### src/rtl/riscv_pkg.sv
// Shared constants and helpers for the datapath select stages.
package riscv_pkg;

    localparam int XLEN = 32;

    // Width of a binary select for n inputs; never narrower than one bit.
    function automatic int sel_width(input int n);
        return (n > 2) ? $clog2(n) : 1;
    endfunction

endpackage

### src/rtl/pipe_skid_buffer.sv
// Two-entry pipeline register (main + skid) with valid/ready handshake on both sides.
// Sustains one transfer per cycle; in_ready is registered (it is simply !skid_valid).
module pipe_skid_buffer #(
    parameter int PAY_W = 33
) (
    input  logic             clk,
    input  logic             rst,
    input  logic [PAY_W-1:0] in_payload,
    input  logic             in_valid,
    output logic             in_ready,
    output logic [PAY_W-1:0] out_payload,
    output logic             out_valid,
    input  logic             out_ready
);

    logic [PAY_W-1:0] main_data_q, main_data_d;
    logic             main_valid_q, main_valid_d;
    logic [PAY_W-1:0] skid_data_q, skid_data_d;
    logic             skid_valid_q, skid_valid_d;
    logic             accept;
    logic             consume;

    assign in_ready    = !skid_valid_q;
    assign out_valid   = main_valid_q;
    assign out_payload = main_data_q;

    assign accept  = in_valid && !skid_valid_q;
    assign consume = main_valid_q && out_ready;

    always_comb begin
        main_data_d  = main_data_q;
        main_valid_d = main_valid_q;
        skid_data_d  = skid_data_q;
        skid_valid_d = skid_valid_q;
        if (consume || !main_valid_q) begin
            // Main is free this edge: the older skid beat has priority to keep FIFO order.
            if (skid_valid_q) begin
                main_data_d  = skid_data_q;
                main_valid_d = 1'b1;
                skid_valid_d = 1'b0;
            end else if (accept) begin
                main_data_d  = in_payload;
                main_valid_d = 1'b1;
            end else begin
                main_valid_d = 1'b0;
            end
        end else if (accept) begin
            skid_data_d  = in_payload;
            skid_valid_d = 1'b1;
        end
    end

    always_ff @(posedge clk) begin
        if (rst) begin
            main_data_q  <= '0;
            main_valid_q <= 1'b0;
            skid_data_q  <= '0;
            skid_valid_q <= 1'b0;
        end else begin
            main_data_q  <= main_data_d;
            main_valid_q <= main_valid_d;
            skid_data_q  <= skid_data_d;
            skid_valid_q <= skid_valid_d;
        end
    end

endmodule

### src/rtl/n_way_select_pipe.sv
// N-input select feeding a registered skid-buffered output stage.
// Optional macro N_WAY_SELECT_CHECK_EN adds an out-of-range select error bit carried with the data.
module n_way_select_pipe
    import riscv_pkg::*;
#(
    parameter int WIDTH  = XLEN,
    parameter int NUM_IN = 4,
    localparam int SEL_W = sel_width(NUM_IN)
) (
    input  logic                    clk,
    input  logic                    rst,
    input  logic [NUM_IN*WIDTH-1:0] in_data,
    input  logic [SEL_W-1:0]        in_sel,
    input  logic                    in_valid,
    output logic                    in_ready,
    output logic [WIDTH-1:0]        out_data,
    output logic                    out_err,
    output logic                    out_valid,
    input  logic                    out_ready
);

    logic [WIDTH-1:0] sel_data;
    int               sel_idx;

    // Out-of-range selects yield zero data rather than an undefined slice.
    always_comb begin
        sel_data = '0;
        sel_idx  = int'(in_sel);
        if (sel_idx < NUM_IN) begin
            sel_data = in_data[sel_idx*WIDTH +: WIDTH];
        end
    end

`ifdef N_WAY_SELECT_CHECK_EN
    localparam int PAY_W = WIDTH + 1;

    logic             sel_err;
    logic [PAY_W-1:0] out_payload;

    assign sel_err = (int'(in_sel) >= NUM_IN);

    pipe_skid_buffer #(
        .PAY_W(PAY_W)
    ) u_skid (
        .clk        (clk),
        .rst        (rst),
        .in_payload ({sel_err, sel_data}),
        .in_valid   (in_valid),
        .in_ready   (in_ready),
        .out_payload(out_payload),
        .out_valid  (out_valid),
        .out_ready  (out_ready)
    );

    assign out_err  = out_payload[WIDTH];
    assign out_data = out_payload[WIDTH-1:0];
`else
    pipe_skid_buffer #(
        .PAY_W(WIDTH)
    ) u_skid (
        .clk        (clk),
        .rst        (rst),
        .in_payload (sel_data),
        .in_valid   (in_valid),
        .in_ready   (in_ready),
        .out_payload(out_data),
        .out_valid  (out_valid),
        .out_ready  (out_ready)
    );

    assign out_err = 1'b0;
`endif

endmodule

### config.mk
export PLATFORM = sky130hd
export DESIGN_NAME = n_way_select_pipe
export DESIGN_NICKNAME = d
export VERILOG_FILES = /design/src/rtl/riscv_pkg.sv /design/src/rtl/pipe_skid_buffer.sv /design/src/rtl/n_way_select_pipe.sv
export SDC_FILE = /design/constraint.sdc
export NUM_CORES = 1
export LEC_CHECK = 0
export CAP_MARGIN = 20
export CORE_MARGIN = 2
export CORE_UTILIZATION = 41
export DETAILED_ROUTE_END_ITERATION = 10
export PLACE_DENSITY = 0.88
export SETUP_SLACK_MARGIN = 0.3
export SYNTH_ARGS = -nofsm -noshare
export SYNTH_HDL_FRONTEND = slang
export SYNTH_SLANG_ARGS = --single-unit
### constraint.sdc
create_clock -name clk -period 1.81 [get_ports clk]
set_input_delay 0.362 -clock clk [delete_from_list [all_inputs] [get_ports clk]]
set_output_delay 0.362 -clock clk [all_outputs]
set_load 0.02 [all_outputs]
==> results.yml, run 1 <==
global_routing:
  use_met2_pct: 40.0
  grt_pass1_wl_um: 15400
  grt_remaining_overflow: 0
  grt-busiest-layer: "met2"
  grt_pass1_vias: 3223
  grt_use_met3_pct: 5.28
  grt.total_usage_pct: 21.9
  use_met1_pct: 24.9
  grt_max_degree: 33
  antenna_found_initial: 0
worst_setup_path:
  r2r_slack_ps: 380
  cp_max_fo: 18
  start_kind: "input port"
  crit_type: "in2reg"
  cp-end-kind: "flop"
  worstPathArrival_ps: 1750
  required_ps: 2100
placed_design:
  port_buffers: 167
  routabilityCongestion: 0.768
  dpl.hpwl_um: 7730
floorplan:
  die_y_um: 96.5
  die_area_mm2: 0.00931
  rows: 33
  die_w_um: 96.5
  start_util_pct: 42.5
  io_pins: 169
  core_area_mm2: 0.00826
route:
  firstDrtPassIters: 4
  drtIter0Drc: 93
  ant_nets: 0
  drcViolationCount: 0
  finalWirelength_um: 10200
  routed-via-count: 3232
  wl_per_cell_um: 17.6
  drt-vias-per-instance: 5.60
yosys:
  synth-edff-count: 0
  async_flop_share_pct: 0
  yosysTopAreaCellShare_pct: 37.7
  synth_top_area_cell: "dfxtp_1"
  synth_common_cells: "dfxtp_1, nand2_1, a21oi_1"
  synth-seq-cells: 66
  ys.flop_type: "dfxtp_1"
  syn-instance-count: 305
  seq_area_frac_synth_pct: 37.7
  netlist_area_mm2: 0.00351
  yosysMostFrequentCell: "dfxtp_1"
  yosys_warnings: 0
  yosysUniqueCellTypes: 23
  synth_area_leaders: "dfxtp_1, mux4_2, a311oi_2"
  synth_nets: 439
  postSynthAreaPerCell_um2: 11.5
clocking:
  clockRootBuffer: "clkbuf_8"
  htree_levels: 3
  cts_buffers: 9
  numClockSinks: 66
  cts_setup_buffers: 0
  clk_pin_slew_ps: 80
  clockBufferDepth: 2
  cts_tree: "yes"
  clkLatencyLatePin_ps: 350
job:
  drv_cap: 0
power_and_ir_drop:
  p_leak_nw: 2.10
  power.density_mw_per_mm2: 705
  ir_drop_uv: 318
finish:
  diodes: 0
  area_growth_pct: 55.9
  fin_util_pct: 66.2
  drive_gt1_share_pct: 22.0
  num-nets-final: 601
sta:
  clock_skew_ps: 7.57
  hold_viol_final: 0
  fin_crit_sh_pct: 80.2
  timing.final.crit_period_ps: 1450
  fmax_mhz: 688
  grt_setup_unrepaired: "true"
  tns_ps: 0
  setup_viol: 0
  drv_slew: 0
min_path:
  min_path_type: "in2reg"
outcome:
  outcome: "complete, no violations"
stage by stage:
stage	hold slack (ps)	instance area, um2	power (mW)	worst slack (ps)	instances
after floorplan	449	3510	2.16	374	305
after global placement	461	5310	2.66	22.2	561
after detailed placement	464	5310	2.69	0.742	561
after CTS	469	5470	3.88	131	577
after global routing	475	5470	4.01	292	577
final	467	5470	3.85	358	577
worst paths after layout:
| path | end | cells after the start | startpoint |
|---|---|---|---|
| setup / recovery | u_skid.skid_data_q[4] | 5 | out_ready |
| hold / removal | u_skid.out_payload[9] | 2 | rst |
| setup reg to reg | u_skid.out_payload[13] | 5 | u_skid.skid_valid_q |
| hold reg to reg | u_skid.skid_data_q[31] | 1 | u_skid.skid_data_q[31] |
cells in the final DEF, fill, tap and decap left out, types with 2 or more instances in the layout:
cell type        synthesis  routed
a22o_1                  32      32
buf_4                    6      14
clkdlybuf4s50_1          0     131
mux4_2                  30      30
dfxtp_1                 66      66
a311oi_1                 3       3
clkinvlp_4               0       3
buf_12                   3       6
clkinv_4                 0       2
dlygate4sd2_1            0      33
a21oi_1                 33      32
a311oi_2                29      29
mux4_1                   2       2
nand2_1                 64      64
clkbuf_8                 0       9
buf_2                   17       2
state kept, by name, indices dropped and copies added, names as in the netlist:
register	flops
u_skid.out_valid	1
u_skid.skid_data_q	32
u_skid.skid_valid_q	1
u_skid.out_payload	32
final cells by class:
class                      count  area [um2]
fill                         645        2790
sequential                    66        1320
clock inverter                 7        78.8
inverter                       1        3.75
timing repair buffer         187        1840
tap                          105         131
multi-input combinational    202        1970
clock buffer                   9         124
worst max-delay path: stages:
cell	delay (ps)
clkdlybuf4s50_1	430
nand2b_1	240
nor4b_4	260
buf_4	280
a22o_1	160
where the power goes:
part           internal [mW]  switching [mW]
logic                  0.582           0.431
registers               1.54          0.0477
clock network          0.644           0.610
total                   2.77            1.09
layer usage:
layer  up-vias  routed length [um]
met1      1534                3820
met3        14                 919
li1       1512                   -
met4         0                 176
met2       172                5250
met5         -                   0
cells by family (layout without fill, tap and decap cells):
group / after synthesis / count (layout) / share of synthesized area (%)
flops: 66 / 66 / 37.7
other cells: 1 / 1 / 0.107
mux: 32 / 32 / 20.8
compound gates: 98 / 98 / 26.2
simple gates: 71 / 71 / 8.42
buf+inv: 37 / 204 / 6.81
repair_timing:
action	in CTS	in global routing
hold buffers	0	0
cloned	0	0
hold endpoints to repair	0	0
setup endpoints to repair	34	31
gates resized for setup	34	4
No activity file was read; power rests on OpenSTA's default activity.
==> inputs of run 2 (changes only) <==
--- a/config.mk
+++ b/config.mk
@@ -7,9 +7,9 @@
 export LEC_CHECK = 0
 export CAP_MARGIN = 20
 export CORE_MARGIN = 2
-export CORE_UTILIZATION = 41
+export CORE_UTILIZATION = 37
 export DETAILED_ROUTE_END_ITERATION = 10
-export PLACE_DENSITY = 0.88
+export PLACE_DENSITY = 0.84
 export SETUP_SLACK_MARGIN = 0.3
 export SYNTH_ARGS = -nofsm -noshare
 export SYNTH_HDL_FRONTEND = slang
==> constraint.sdc (replaced) <==
create_clock -name clk -period 1.3 [get_ports clk]
set_input_delay 0.26 -clock clk [delete_from_list [all_inputs] [get_ports clk]]
set_output_delay 0.26 -clock clk [all_outputs]
set_load 0.02 [all_outputs]
==> results.yml, run 2 (synthesis gave the netlist of run 1 again) <==
sta:
  whs_ps: 280
  timing.final.crit_period_ps: 1370
  grt_setup_unrepaired: "true"
  fmax_mhz: 729
  clock_skew_ps: 7.74
  hold_viol_final: 0
  setup_slack_ps: -71.3
  setup_viol: 38
  fin_crit_sh_pct: 105
  drv_slew: 0
  tns_ps: -903
finish:
  num-nets-final: 673
  diodes: 0
  fin_util_pct: 74.7
  final_cell_area_mm2: 0.00690
  area_growth_pct: 96.8
  layout_commonest_cell: "clkdlybuf4s50_1"
  layout_common_cells: "clkdlybuf4s50_1, nand2_1, buf_4"
  drive_gt1_share_pct: 51.1
global_routing:
  grt_max_degree: 22
  grt_pass1_wl_um: 18000
  grt.total_usage_pct: 22.6
  grt_pass1_vias: 3655
  antenna_found_initial: 0
  grt_remaining_overflow: 0
power_and_ir_drop:
  p_switching_mw: 1.71
  p_clk_share_pct: 26.0
  ir_drop_uv: 449
  combPwrFrac_pct: 35.6
  intPower_mw: 4.17
  power_frac_seq_pct: 38.3
  power.density_mw_per_mm2: 853
  total_power_mw: 5.89
  p_leak_nw: 2.68
  switching_share_pct: 29.1
clocking:
  numClockSinks: 66
  clk_pin_slew_ps: 70
  clockBufferDepth: 2
  cts_buffers: 9
  clkLatencyLatePin_ps: 350
  clockRootBuffer: "clkbuf_8"
  cts_tree: "yes"
  htree_levels: 3
floorplan:
  rows: 35
  die_area_mm2: 0.0103
  start_util_pct: 38.0
  die_y_um: 101
  die_w_um: 101
  core_area_mm2: 0.00924
  io_pins: 169
route:
  drtIter0Drc: 142
  ant_nets: 0
  firstDrtPassIters: 4
  finalWirelength_um: 13400
  routed-via-count: 3630
  wl_per_cell_um: 19.9
  drt-vias-per-instance: 5.39
  drcViolationCount: 0
placed_design:
  placed_area_mm2: 0.00551
  routabilityCongestion: 0.793
  port_buffers: 167
  dpl.hpwl_um: 7730
worst_setup_path:
  r2r_slack_ps: -70
  worst-path-buf-inv: 3
  slowest_stage: "dfxtp_4"
  cp_top_family: "buffers and inverters"
  required_ps: 1600
  worstPathArrival_ps: 1670
  r2r-end: "u_skid.skid_data_q[11]"
  worstPathCellList: "nand2b_4 -> nor4b_4 -> buf_4 -> buf_6 -> buf_8 -> a22o_1"
  max_stage_delay_ps: 380
  start_kind: "flop"
  cp-end-kind: "flop"
  cp_max_fo: 8
  cp.depth: 6
  crit_type: "reg2reg"
  regToRegStartpoint: "u_skid.out_valid"
  reg2reg_depth: 6
min_path:
  min_path_cells: 2
  holdCritStartpoint: "rst"
  hold_end: "u_skid.skid_valid_q"
  min_path_type: "in2reg"
outcome:
  outcome: "finished, violations left"
  violations: "setup timing"
job:
  drv_cap: 0
## run 2: worst register-to-register path, delay by kind of cell, from the launching register on
family | cells | cell delay (ps)
buffers and inverters | 3 | 420
DFF | 1 | 380
and+or+nand+nor | 2 | 380
AOI/OAI and AO/OA | 1 | 150
## run 2: worst max path at each step
| stage | start | to |
|---|---|---|
| 2_1_floorplan | in_sel[0] | u_skid.out_payload[12] |
| 3_3_place_gp | in_valid | u_skid.out_payload[16] |
| 3_5_place_dp | out_ready | u_skid.skid_data_q[8] |
| 4_1_cts | u_skid.out_valid | u_skid.skid_data_q[15] |
| 5_1_grt | u_skid.out_valid | u_skid.skid_data_q[11] |
| 6_report | u_skid.out_valid | u_skid.skid_data_q[11] |
## run 2: cell type report
| type | instances | area [um2] |
|---|---|---|
| clock inverter | 3 | 15.0 |
| tap | 129 | 161 |
| multi-input combinational | 202 | 2320 |
| inverter | 1 | 5.00 |
| sequential | 66 | 1370 |
| fill | 609 | 2340 |
| clock buffer | 13 | 149 |
| timing repair buffer | 259 | 2880 |
## run 2: repair_timing
item                       4_1_cts  5_1_grt
hold buffers                     0        0
pin swaps                       24       38
resized for setup              268       30
buffers inserted                34       19
setup endpoints to repair      100      100
gates cloned                     5       12
## run 2: through the flow
step	setup WS, ps	cells
floorplan	-0.462	305
global placement	-367	587
detailed placement	-384	587
CTS	23.5	642
global route	-87.7	673
finish	-71.3	673
## run 2: routing by layer
| metal | global-route usage (%) | share of wire, % | wire, um | vias to the layer above |
|---|---|---|---|---|
| li1 | - | - | - | 1654 |
| met1 | 26.9 | 39 | 5280 | 1787 |
| met2 | 41.2 | 52 | 7000 | 172 |
| met3 | 4.00 | 7.0 | 941 | 17 |
| met4 | 7.17 | 1.2 | 164 | 0 |
| met5 | 0 | 0 | 0 | - |
## run 2: power by group through the flow
stage	logic (mW)	registers (mW)	clock network [mW]
final	2.10	2.26	1.53
after global placement	1.51	2.27	0
after floorplan	0.701	2.38	0
after global routing	2.20	2.27	1.62
after detailed placement	1.54	2.28	0
after CTS	1.79	2.25	1.51
